$ cat config.mk
export PLATFORM = sky130hd
export DESIGN_NAME = dca_matrix_step_gen
export DESIGN_NICKNAME = d
export VERILOG_FILES = /design/src/rtl/dca_matrix_step_gen_pkg.sv /design/src/rtl/dca_edge_mask_gen.sv /design/src/rtl/dca_matrix_step_gen.sv
export SDC_FILE = /design/constraint.sdc
export NUM_CORES = 1
export LEC_CHECK = 0
export BUFFER_PORTS_ARGS = -buffer_cell sky130_fd_sc_hd__clkbuf_2
export CAP_MARGIN = 30
export CORE_ASPECT_RATIO = 1.4
export CORE_MARGIN = 2
export CORE_UTILIZATION = 35
export CTS_CLUSTER_SIZE = 28
export DETAILED_ROUTE_END_ITERATION = 7
export PLACE_DENSITY_LB_ADDON = 0.3
export REMOVE_ABC_BUFFERS = 1
export SETUP_SLACK_MARGIN = 0.2
export SYNTH_ARGS = -nofsm -noshare
export SYNTH_HDL_FRONTEND = slang
export SYNTH_SLANG_ARGS = --single-unit
$ cat constraint.sdc
create_clock -name clk -period 4.6 [get_ports clk]
set_clock_uncertainty 0.15 [all_clocks]
set_input_delay 0 -clock clk [delete_from_list [all_inputs] [get_ports clk]]
set_output_delay 0 -clock clk [all_outputs]
set_load 0.05 [all_outputs]
$ cat src/rtl/dca_matrix_step_gen_pkg.sv
// Shared definitions for the DCA matrix step generator and the MAC step
// controller: opcode bit positions, step-instruction packing, FSM states.
package dca_matrix_step_gen_pkg;

    localparam int MATRIX_SIZE  = 8;
    localparam int BW_BLOCK_CNT = 8;
    localparam int BW_REM       = $clog2(MATRIX_SIZE);

    localparam int NO_CAL   = 0;
    localparam int LSU0_REQ = 1;
    localparam int LSU1_REQ = 2;
    localparam int LSU2_REQ = 3;
    localparam int LOAD_ACC = 4;
    localparam int BW_OPCODE = 5;

    localparam int BW_STEP_INST = 2 * MATRIX_SIZE + 1 + BW_OPCODE;

    typedef logic [BW_OPCODE-1:0]    opcode_t;
    typedef logic [BW_BLOCK_CNT-1:0] blk_cnt_t;
    typedef logic [BW_REM-1:0]       rem_t;
    typedef logic [MATRIX_SIZE-1:0]  mask_t;

    typedef struct packed {
        mask_t   row_mask;
        mask_t   col_mask;
        logic    last;
        opcode_t opcode;
    } step_inst_t;

    typedef enum logic [1:0] {
        ST_IDLE,
        ST_PRELOAD,
        ST_MAC
    } state_e;

    function automatic opcode_t preload_opcode();
        opcode_t op;
        op           = '0;
        op[NO_CAL]   = 1'b1;
        op[LOAD_ACC] = 1'b1;
        return op;
    endfunction

    function automatic opcode_t mac_opcode(input logic final_k);
        opcode_t op;
        op           = '0;
        op[LSU0_REQ] = 1'b1;
        op[LSU1_REQ] = 1'b1;
        op[LSU2_REQ] = final_k;
        return op;
    endfunction

endpackage

$ cat src/rtl/dca_edge_mask_gen.sv
// Per-axis lane mask: all ones, or the low `rem` lanes on the last
// (partial) block of an axis.
module dca_edge_mask_gen
    import dca_matrix_step_gen_pkg::*;
(
    input  logic  is_last_blk_i,
    input  rem_t  rem_i,
    output mask_t mask_o
);

    // Trim the mask only on a partial final block.
    always_comb begin
        mask_o = '1;
        if (is_last_blk_i && (rem_i != '0)) begin
            for (int i = 0; i < MATRIX_SIZE; i++) begin
                mask_o[i] = (i < int'(rem_i));
            end
        end
    end

endmodule

$ cat src/rtl/dca_matrix_step_gen.sv
// Expands one tiled GEMM command into a registered stream of blocked step
// instructions (r outer, c middle, k inner) with a valid/pop handshake.
module dca_matrix_step_gen
    import dca_matrix_step_gen_pkg::*;
(
    input  logic                    clk,
    input  logic                    rst,
    input  logic                    clear,
    input  logic                    cmd_valid,
    output logic                    cmd_ready,
    input  logic [BW_BLOCK_CNT-1:0] cmd_num_row_blk,
    input  logic [BW_BLOCK_CNT-1:0] cmd_num_col_blk,
    input  logic [BW_BLOCK_CNT-1:0] cmd_num_k_blk,
    input  logic [BW_REM-1:0]       cmd_row_rem,
    input  logic [BW_REM-1:0]       cmd_col_rem,
    input  logic                    cmd_load_acc,
    output logic                    step_valid,
    output logic [BW_STEP_INST-1:0] step_inst,
    input  logic                    step_pop,
    output logic                    busy,
    output logic                    done
);

    localparam blk_cnt_t ONE = blk_cnt_t'(1);

    state_e     state_q, state_d;
    blk_cnt_t   r_q, r_d, c_q, c_d, k_q, k_d;
    blk_cnt_t   nr_q, nr_d, nc_q, nc_d, nk_q, nk_d;
    rem_t       row_rem_q, row_rem_d, col_rem_q, col_rem_d;
    logic       load_acc_q, load_acc_d;
    logic       done_q, done_d;
    step_inst_t inst_q, inst_d;

    logic  row_last_d, col_last_d, k_last_d;
    mask_t row_mask_d, col_mask_d;

    logic  accept;
    logic  zero_dim;
    logic  pop;
    logic  k_end, c_end, r_end;

    assign accept   = cmd_valid && (state_q == ST_IDLE);
    assign zero_dim = (cmd_num_row_blk == '0) || (cmd_num_col_blk == '0)
                   || (cmd_num_k_blk == '0);
    assign pop      = step_pop && (state_q != ST_IDLE);
    assign k_end    = (k_q == nk_q - ONE);
    assign c_end    = (c_q == nc_q - ONE);
    assign r_end    = (r_q == nr_q - ONE);

    // Next-state logic: command latch, tile iteration and completion.
    always_comb begin
        state_d    = state_q;
        r_d        = r_q;
        c_d        = c_q;
        k_d        = k_q;
        nr_d       = nr_q;
        nc_d       = nc_q;
        nk_d       = nk_q;
        row_rem_d  = row_rem_q;
        col_rem_d  = col_rem_q;
        load_acc_d = load_acc_q;
        done_d     = 1'b0;
        unique case (state_q)
            ST_IDLE: begin
                if (accept) begin
                    nr_d       = cmd_num_row_blk;
                    nc_d       = cmd_num_col_blk;
                    nk_d       = cmd_num_k_blk;
                    row_rem_d  = cmd_row_rem;
                    col_rem_d  = cmd_col_rem;
                    load_acc_d = cmd_load_acc;
                    r_d        = '0;
                    c_d        = '0;
                    k_d        = '0;
                    if (zero_dim) begin
                        done_d = 1'b1;
                    end else begin
                        state_d = cmd_load_acc ? ST_PRELOAD : ST_MAC;
                    end
                end
            end
            ST_PRELOAD: begin
                if (pop) begin
                    state_d = ST_MAC;
                    k_d     = '0;
                end
            end
            ST_MAC: begin
                if (pop) begin
                    if (!k_end) begin
                        k_d = k_q + ONE;
                    end else begin
                        k_d = '0;
                        if (r_end && c_end) begin
                            state_d = ST_IDLE;
                            done_d  = 1'b1;
                        end else begin
                            if (c_end) begin
                                c_d = '0;
                                r_d = r_q + ONE;
                            end else begin
                                c_d = c_q + ONE;
                            end
                            state_d = load_acc_q ? ST_PRELOAD : ST_MAC;
                        end
                    end
                end
            end
            default: state_d = ST_IDLE;
        endcase
    end

    assign row_last_d = (r_d == nr_d - ONE);
    assign col_last_d = (c_d == nc_d - ONE);
    assign k_last_d   = (k_d == nk_d - ONE);

    dca_edge_mask_gen u_row_mask (
        .is_last_blk_i (row_last_d),
        .rem_i         (row_rem_d),
        .mask_o        (row_mask_d)
    );

    dca_edge_mask_gen u_col_mask (
        .is_last_blk_i (col_last_d),
        .rem_i         (col_rem_d),
        .mask_o        (col_mask_d)
    );

    // Build the step presented in the next cycle from the next counters.
    always_comb begin
        inst_d = '0;
        if (state_d != ST_IDLE) begin
            inst_d.row_mask = row_mask_d;
            inst_d.col_mask = col_mask_d;
            if (state_d == ST_PRELOAD) begin
                inst_d.opcode = preload_opcode();
            end else begin
                inst_d.opcode = mac_opcode(k_last_d);
                inst_d.last   = row_last_d && col_last_d && k_last_d;
            end
        end
    end

    // State, counters, latched command and registered step output.
    always_ff @(posedge clk) begin
        if (rst || clear) begin
            state_q    <= ST_IDLE;
            r_q        <= '0;
            c_q        <= '0;
            k_q        <= '0;
            nr_q       <= '0;
            nc_q       <= '0;
            nk_q       <= '0;
            row_rem_q  <= '0;
            col_rem_q  <= '0;
            load_acc_q <= 1'b0;
            done_q     <= 1'b0;
            inst_q     <= '0;
        end else begin
            state_q    <= state_d;
            r_q        <= r_d;
            c_q        <= c_d;
            k_q        <= k_d;
            nr_q       <= nr_d;
            nc_q       <= nc_d;
            nk_q       <= nk_d;
            row_rem_q  <= row_rem_d;
            col_rem_q  <= col_rem_d;
            load_acc_q <= load_acc_d;
            done_q     <= done_d;
            inst_q     <= inst_d;
        end
    end

    assign cmd_ready  = (state_q == ST_IDLE);
    assign busy       = (state_q != ST_IDLE);
    assign step_valid = (state_q != ST_IDLE);
    assign step_inst  = inst_q;
    assign done       = done_q;

endmodule

==> flow_summary.toml, run 1 <==
[outcome]
status = "finished, final reports clean"

[synth]
synthDistinctLibCells = 75
synth_seq_area_share_pct = 27.2
synth-edff-count = 0
synthCells = 739
syn_area_per_cell_um2 = 7.78
ys_warn_count = 0
synth_flop_cell = "dfxtp_1"
async_flop_share_pct = 0
synth_seq_cells = 78
syn-cell-area_um2 = 5750

[floorplanning]
die_area_um2 = 17500
initial_core_util_pct = 35.7
core_area_um2 = 16100
die_w_um = 112
boundaryPins = 62
std_cell_rows = 55
die_h_um = 156

[placed_design]
place_area_um2 = 6210
hpwl_um = 13200
port_buffers = 61
routabilityCongestion = 0.916
dp.cells = 965

[sta]
period_share_pct = 89.1
tightest_slew_ns = 0.965
timing.fmax_mhz = 244
whs_ns = 0.0293
rsz0062_at_grt = "true"
layout_min_cycle_time_ns = 4.10
setup_viol = 0
drv_slew = 0
maxSlewHeadroom_pct = 34.9
hold_violations = 0

[setup_path]
cp-start-kind = "flop"
rrSetupSlack_ns = 0.50
crit_arrival_ns = 4.13
crit_chain = "inv_1 -> ha_1 -> or3b_1 -> o31a_1 -> o211a_1 -> o211ai_1 -> nand3_1 -> a32o_1 -> a311o_1 -> nor4bb_1 -> and3_1 -> a41oi_1"
cp.required_ns = 4.63
cp_num_buf_inv = 1
crit_family = "compound AO/OA/AOI/OAI gates"
slowest_delay_ns = 0.42
crit_type = "flop to flop"
path_max_fanout = 11
cpMaxStageDelayCell = "o211ai_1"
end_kind = "flop"

[layout]
multiInputGateArea_um2 = 3950
register_area_um2 = 1560
layout_commonest_cell = "dfxtp_1"
final_cell_mix = "dfxtp_1, nor2_1, nand2_1, clkbuf_2, nor3_1"
area_growth_pct = 19.0
final_layout_size_suffix_gt1_share_pct = 15.0
stdcell_area_um2 = 6840
fillers = 1691
final_cells = 1013
n_antenna_cell = 0
nets = 854

[clocking]
cts_sinks = 78
cts_root_buf = "clkbuf_16"
cts_made_buffers = 9
cts_tree = "built"
clk_pin_slew_worst_paths_ns = 0.07
insertion_delay_ns = 0.35
cts_buffer_depth = 2
htree_levels = 3

[routing]
avgRoutedWirePerCell_um = 17.2
vias = 5752
drt.antenna.violating_nets = 0
wirelength_um = 17400
via_per_inst = 5.68
first_iter_violations = 345
drcViolationCount = 0
firstDrtPassIters = 5

[min_path]
min-delay-path-class = "input port to flop"

[grt]
grt_pass1_vias = 5610
grt_max_degree = 54
overflow = 0
grt_usage_pct = 20.0
grt_antenna_before_repair = 0
grt_pass1_wl_um = 28300

[pwr]
vdd.ir_drop.worst_v = 0.000195
leakagePower_nw = 2.65
cellPowerDensity_nw_per_um2 = 276
p_total_mw = 1.89

[flow_run]
max-cap-violations = 0
## where the power goes
part,internal [mW],switching (mW),leakage (nW),total (mW)
Combinational,0.180,0.284,1.88,0.464
Clock,0.377,0.335,0.136,0.712
Sequential,0.694,0.0175,0.634,0.711
Total,1.25,0.636,2.65,1.89
## per-stage QoR
step / setup TNS [ns] / setup WS [ns] / util [%]
floorplan: -11.82 / -1.10 / -
global placement: 0 / 0.598 / 38.6
detailed placement: 0 / 0.542 / 38.6
CTS: 0 / 0.531 / 42.4
global route: 0 / 0.189 / 42.5
finish: 0 / 0.500 / 42.5
## synth_stat cells (all sizes together), types with 4 or more instances
master   count  share of area (%)
ha           9                2.0
nand2b       8               0.87
a21oi       43                3.7
mux2i       29                5.0
o31a         7                1.1
o21ai       22                1.9
dfxtp       78                 27
xnor2       41                6.2
and4         4               0.65
a22oi        5               0.65
o21a         5               0.65
a211oi      11                1.7
nor3b        9                1.3
nand3b       5               0.65
o211ai       5               0.65
nand4       13                1.4
o21bai       8                1.0
nor2        76                5.0
and2        13                1.4
or3          9               0.98
buf         14                1.4
o311a        5               0.87
xor2        17                2.6
clkbuf      32                2.1
a2111oi      7                1.5
o31ai        4               0.52
a21o         4               0.52
o211a        5               0.87
mux2         4               0.78
nor4        13                1.6
or2         12                1.3
nand2       69                4.5
nor3        44                4.0
a31oi       16                1.7
nand3       19                1.7
inv         17                1.1
nor2b        6               0.65
and3        10                1.1
## kinds of logic after synthesis
| group | count (synthesis) | synth area share [%] |
|---|---|---|
| compound gates | 179 | 22.6 |
| xor+xnor | 60 | 9.62 |
| fa+ha+maj | 9 | 1.96 |
| buf+inv | 63 | 4.61 |
| flops | 78 | 27.2 |
| mux | 33 | 5.83 |
| simple gates | 317 | 28.2 |
## area by class of cell
class / count / share of cell area (%)
Inverter: 17 / 0.933
Multi-Input combinational cell: 598 / 57.7
Clock buffer: 9 / 3.29
Timing Repair Buffer: 105 / 10.6
Clock inverter: 7 / 0.969
Sequential cell: 78 / 22.8
Tap cell: 199 / 3.64
## per-layer routing
layer | up-vias | wire, um | global-route usage [%]
met4 | 0 | 642 | 9.35
met1 | 2724 | 7350 | 23.5
met3 | 33 | 669 | 2.76
li1 | 2849 | - | -
met2 | 146 | 8720 | 35.9
met5 | - | 0 | 0
## worst paths after layout
check	depth (start not counted)	to	start
setup / recovery	12	step_inst[8]	nc_q[0]
hold / removal	3	nk_q[6]	cmd_num_k_blk[6]
setup reg to reg	12	step_inst[8]	nc_q[0]
hold reg to reg	2	nr_q[7]	nr_q[7]
## state kept, by name (all words and copies together) (netlist names)
signal and count:
c_q 8, col_rem_q 3, done 1, k_q 8, load_acc_q 1, nc_q 8, nk_q 8, nr_q 8
r_q 8, row_rem_q 3, state_q 2, step_inst 20
## worst reg2reg max path: stages (launching register included)
cell and delay (ns):
dfxtp_1 0.36, inv_1 0.11, ha_1 0.18, or3b_1 0.40
o31a_1 0.27, o211a_1 0.27, o211ai_1 0.42, nand3_1 0.27
a32o_1 0.34, a311o_1 0.33, nor4bb_1 0.36, and3_1 0.32
a41oi_1 0.15
## timing repair
| item | CTS | global route |
|---|---|---|
| setup buffers | 0 | 0 |
| hold buffers | 32 | 0 |
| resized for setup | 0 | 4 |
| endpoints found under the setup margin | 0 | 15 |
| hold endpoints to repair | 41 | 0 |
Note: power is estimated with default switching activity, not from simulation.
==> run 2, diff against run 1 <==
--- a/config.mk
+++ b/config.mk
@@ -10,6 +10,7 @@
 export CORE_ASPECT_RATIO = 1.4
 export CORE_MARGIN = 2
 export CORE_UTILIZATION = 35
+export CTS_BUF_LIST = sky130_fd_sc_hd__clkbuf_8
 export CTS_CLUSTER_SIZE = 28
 export DETAILED_ROUTE_END_ITERATION = 7
 export PLACE_DENSITY_LB_ADDON = 0.3
==> flow_summary.toml, run 2 (same netlist as run 1, synthesis figures left out) <==
[outcome]
status = "finished, final reports clean"

[floorplanning]
die_h_um = 156
initial_core_util_pct = 35.7
die_area_um2 = 17500
core_area_um2 = 16100
std_cell_rows = 55
boundaryPins = 62
die_w_um = 112

[sta]
timing.fmax_mhz = 250
rsz0062_at_grt = "true"
setup_viol = 0
maxSlewHeadroom_pct = 36.3
period_share_pct = 86.8
hold_violations = 0
whs_ns = 0.0352
drv_slew = 0
layout_min_cycle_time_ns = 3.99
tightest_slew_ns = 0.944

[pwr]
combPwrFrac_pct = 27.3
switchingPower_uw = 622
p_int_mw = 1.08
p_total_mw = 1.70
cellPowerDensity_nw_per_um2 = 251
power.share.sequential_pct = 41.7
switching_share_pct = 36.5
pwr-share-clk_pct = 31.0
leakagePower_nw = 2.63
vdd.ir_drop.worst_v = 0.000141

[setup_path]
path_max_fanout = 8
cp.required_ns = 4.67
crit_type = "flop to flop"
reg2reg_to = "step_inst[8]"
crit_arrival_ns = 4.06
rr_startpoint = "nk_q[0]"
end_kind = "flop"
cp-start-kind = "flop"
rr_worst_depth = 12
rrSetupSlack_ns = 0.61

[routing]
vias = 5745
avgRoutedWirePerCell_um = 17.2
drt.antenna.violating_nets = 0
wl_met2_um = 8650
drcViolationCount = 0
highest_layer = "met4"
firstDrtPassIters = 8
via_per_inst = 5.64
dr_wl_met3_um = 780
wl_met1_um = 7370
first_iter_violations = 363
wirelength_um = 17500

[min_path]
min-delay-path-class = "input port to flop"
min_from = "cmd_valid"
holdPathEnd = "c_q[1]"
min_delay_path_depth = 4

[layout]
largest_reg_flops = 20
layout_commonest_cell = "dfxtp_1"
area_growth_pct = 18.0
nets = 859
final_cell_mix = "dfxtp_1, nor2_1, nand2_1, clkbuf_2, nor3_1"
n_antenna_cell = 0
final_layout_size_suffix_gt1_share_pct = 15.3
post-route-util_pct = 42.1
final_cells = 1018

[placed_design]
port_buffers = 61
dp.cells = 965
hpwl_um = 13200
routabilityCongestion = 0.916

[clocking]
cts_buffer_depth = 2
cts_sinks = 78
htree_levels = 3
cts_root_buf = "clkbuf_8"
insertion_delay_ns = 0.39
clk_pin_slew_worst_paths_ns = 0.10
cts_made_buffers = 9
cts_tree = "built"

[grt]
grt_pass1_wl_um = 28400
grt_usage_pct = 20.1
grt_pass1_vias = 5631
grt_max_degree = 54
grt_antenna_before_repair = 0
overflow = 0

[flow_run]
max-cap-violations = 0
run 2: cell types whose count changed in the layout (fill, tap and decap cells not counted), sizes merged:
cell,delta
buf,+3
dlygate4sd3,+2
run 2: power groups by stage:
stage	Combinational, mW	Sequential [mW]	Clock [mW]
2_1_floorplan	0.279	0.754	0
3_3_place_gp	0.436	0.726	0
3_5_place_dp	0.436	0.727	0
4_1_cts	0.461	0.711	0.535
5_1_grt	0.508	0.714	0.560
6_report	0.465	0.711	0.528
run 2: how the worst max path moves through the flow:
stage               startpoint            end  cells past startpoint
finish                 nk_q[0]   step_inst[8]                     12
detailed placement     nk_q[0]  step_inst[15]                     12
global route           nr_q[0]   step_inst[9]                     11
floorplan           state_q[1]   step_inst[9]                     11
global placement       nc_q[0]   step_inst[8]                     10
CTS                    nc_q[0]   step_inst[5]                     12
run 2: worst max-delay path, stage by stage (launching register included):
cell and delay, ns:
dfxtp_1 0.44, inv_1 0.07, ha_1 0.30, xnor2_1 0.13, a211oi_1 0.22, nand4_1 0.29
a211oi_4 0.52, nand3_1 0.22, a32o_1 0.32, a311o_1 0.32, nor4bb_1 0.36, and3_1 0.32
a41oi_1 0.15
run 2: metal layers:
| metal | up-vias | GRT usage [%] |
|---|---|---|
| met4 | 0 | 9.41 |
| li1 | 2852 | - |
| met2 | 154 | 35.7 |
| met3 | 39 | 3.22 |
| met1 | 2700 | 23.5 |
| met5 | - | 0 |
run 2: what timing repair did:
action / CTS / global route
hold buffers: 34 / 0
buffers inserted: 0 / 3
endpoints found under the hold margin: 44 / 0
endpoints found under the setup margin: 0 / 15
resized for setup: 0 / 4
run 2: final cells by class:
type / instances / area, um2
inverter: 17 / 63.8
multi-input combinational: 598 / 3950
clock buffer: 9 / 124
fill: 1702 / 9320
timing repair buffer: 110 / 771
clock inverter: 7 / 66.3
tap: 199 / 249
sequential: 78 / 1560
run 2: stage by stage:
step | instance area (um2) | setup WS (ns) | TNS, ns
floorplan | 5550 | -1.10 | -11.82
global placement | 6210 | 0.598 | 0
detailed placement | 6210 | 0.542 | 0
CTS | 6740 | 0.525 | 0
global route | 6780 | 0.220 | 0
finish | 6780 | 0.606 | 0
==> run 3, diff against run 2 <==
--- a/config.mk
+++ b/config.mk
@@ -18,4 +18,5 @@
 export SETUP_SLACK_MARGIN = 0.2
 export SYNTH_ARGS = -nofsm -noshare
 export SYNTH_HDL_FRONTEND = slang
+export SYNTH_HIERARCHICAL = 1
 export SYNTH_SLANG_ARGS = --single-unit
==> constraint.sdc (replaced) <==
create_clock -name clk -period 4.2 [get_ports clk]
set_clock_uncertainty 0.15 [all_clocks]
set_input_delay 0 -clock clk [delete_from_list [all_inputs] [get_ports clk]]
set_output_delay 0 -clock clk [all_outputs]
set_load 0.05 [all_outputs]
==> flow_summary.toml, run 3 <==
[sta]
drv_slew = 0
setup_slack_ns = 0.365
rsz0062_at_grt = "true"
tightest_slew_ns = 0.806
timing.fmax_mhz = 261
period_share_pct = 91.3
maxSlewHeadroom_pct = 46.0
hold_violations = 0
setup_viol = 0
layout_min_cycle_time_ns = 3.83
whs_ns = 0.0207

[pwr]
power.share.sequential_pct = 42.8
pwr-share-clk_pct = 30.0
switchingPower_uw = 638
switching_share_pct = 35.1
vdd.ir_drop.worst_v = 0.000132
combPwrFrac_pct = 27.3
cellPowerDensity_nw_per_um2 = 254
p_int_mw = 1.18
leakagePower_nw = 2.81
p_total_mw = 1.82

[floorplanning]
initial_core_util_pct = 36.0
std_cell_rows = 54
boundaryPins = 62
die_w_um = 111
core_area_um2 = 15700
die_area_um2 = 17200
die_h_um = 154

[synth]
yosys.cell_count.top_type = "nand2_1"
synthDistinctLibCells = 77
netlist.area_leader.share_pct = 27.7
syn_area_per_cell_um2 = 7.44
synth-edff-count = 0
synth_seq_cells = 78
synth_seq_area_share_pct = 27.7
yosys.area.top_type = "dfxtp_1"
synth_area_leaders = "dfxtp_1, nand2_1, xnor2_1"
ys_warn_count = 6
syn-cell-area_um2 = 5640
synthCells = 758
synth_flop_cell = "dfxtp_1"
synth_commonest_cells = "nand2_1, dfxtp_1, nor2_1, a21oi_1, xnor2_1"
async_flop_share_pct = 0

[routing]
avgRoutedWirePerCell_um = 15.1
via_per_inst = 5.35
vias = 5733
drcViolationCount = 0
wirelength_um = 16200
firstDrtPassIters = 6
first_iter_violations = 284
drt.antenna.violating_nets = 0

[grt]
grt_max_degree = 47
grt_pass1_vias = 5462
grt_pass1_wl_um = 26300
grt_usage_pct = 18.7
grt_antenna_before_repair = 0
overflow = 0

[clocking]
cts_sinks = 78
cts_made_buffers = 9
cts_tree = "built"
clk_pin_slew_worst_paths_ns = 0.10
cts_root_buf = "clkbuf_8"
insertion_delay_ns = 0.38
htree_levels = 3
cts_buffer_depth = 2

[setup_path]
slowest_delay_ns = 0.49
cp-start-kind = "flop"
cpMostUsedCell = "or4_4"
crit_chain = "inv_1 -> ha_1 -> xnor2_1 -> a2111o_1 -> or4_4 -> nand2b_4 -> or4_4 -> a21oi_4 -> xnor2_2 -> a2111oi_2 -> and4b_2 -> o31ai_4 -> a31o_1 -> nor2b_1"
cp_num_buf_inv = 1
crit_type = "flop to flop"
cp.required_ns = 4.32
crit_family = "simple AND/OR/NAND/NOR gates"
end_kind = "flop"
cpMaxStageDelayCell = "or4_4"
crit_arrival_ns = 3.95
path_max_fanout = 4

[placed_design]
place_area_um2 = 6300
port_buffers = 61
pre_cts_ws_ns = 0.0204
routabilityCongestion = 0.901
hpwl_um = 12000

[layout]
stdcell_area_um2 = 7170
area_growth_pct = 27.3
n_antenna_cell = 0
final_cell_mix = "nand2_1, nor2_1, dfxtp_1, clkbuf_2, a21oi_1"
final_layout_size_suffix_gt1_share_pct = 23.1
largest_reg_flops = 20
layout_commonest_cell = "nand2_1"
nets = 916

[flow_run]
max-cap-violations = 0

[min_path]
min-delay-path-class = "input port to flop"

[outcome]
status = "finished, final reports clean"
-- run 3: changes by cell type in the layout (fill, tap and decap cells not counted), sizes merged, moves of 7 or more --
cell | before | now
nor3 | 44 | 32
nand2 | 69 | 103
mux2i | 29 | 11
nand4 | 13 | 6
buf | 15 | 57
a31oi | 16 | 5
nor2b | 6 | 29
a21oi | 43 | 60
xor2 | 17 | 33
-- run 3: cells by family (layout without fill, tap and decap cells) --
kind of cell	count (synthesis)	after routing	share of synthesized area [%]
AOI/OAI and AO/OA	160	160	19.0
other	2	2	0.133
DFF	78	78	27.7
xor gates and xnor gates	75	75	11.7
and+or+nand+nor	351	351	31.7
muxes	13	13	2.35
adders and majority gates	9	9	2.00
buffers and inverters	70	188	5.53
-- run 3: timing repair --
action,in CTS,in global routing
endpoints found under the setup margin,12,15
resized for setup,7,53
hold endpoints to repair,40,0
hold buffers,35,0
buffers inserted,1,11
cloned,0,0
pin swaps,1,18
-- run 3: routing by layer --
metal | up-vias | part of all wire, % | track usage (%)
met4 | 0 | 2.8 | 7.58
met5 | - | 0 | 0
met3 | 31 | 4.1 | 2.88
met1 | 2666 | 41 | 21.3
li1 | 2882 | - | -
met2 | 154 | 52 | 34.7
-- run 3: worst paths after layout --
check	from	endpoint	slack, ns	cells after the start
worst min-delay path	cmd_valid	nk_q[4]	0.02	4
worst max-delay path	nk_q[0]	step_inst[20]	0.37	14
worst max register to register	nk_q[0]	step_inst[20]	0.37	14
worst min register to register	col_rem_q[2]	col_rem_q[2]	0.32	2
-- run 3: layout make-up --
type                            count  area, um2
Fill cell                        1607       8500
Multi-Input combinational cell    610       4020
Sequential cell                    78       1570
Timing Repair Buffer              153       1090
Tap cell                          196        245
Clock buffer                        9        124
Inverter                           19       71.3
Clock inverter                      7       55.1
-- run 3: worst reg2reg max path, cell delays in order (launching register included) --
cell and delay [ns]:
dfxtp_2 0.34, inv_1 0.04, ha_1 0.30, xnor2_1 0.12
a2111o_1 0.35, or4_4 0.44, nand2b_4 0.16, or4_4 0.49
a21oi_4 0.19, xnor2_2 0.09, a2111oi_2 0.34, and4b_2 0.33
o31ai_4 0.09, a31o_1 0.18, nor2b_1 0.12
-- run 3: power groups by stage --
stage                     clock [mW]  combinational (mW)  sequential, mW
final                          0.546               0.497           0.779
after CTS                      0.561               0.473           0.777
after global routing           0.593               0.542           0.782
after floorplan                    0               0.267           0.836
after detailed placement           0               0.444           0.794
after global placement             0               0.445           0.794
-- run 3: through the flow --
| stage | setup TNS (ns) | utilization (%) | instances |
|---|---|---|---|
| 6_report | 0 | 45.8 | 1072 |
| 5_1_grt | 0 | 45.8 | 1072 |
| 4_1_cts | 0 | 43.8 | 1061 |
| 3_5_place_dp | 0 | 40.2 | 1009 |
| 3_3_place_gp | 0 | 40.2 | 1009 |
| 2_1_floorplan | -45.34 | - | 707 |
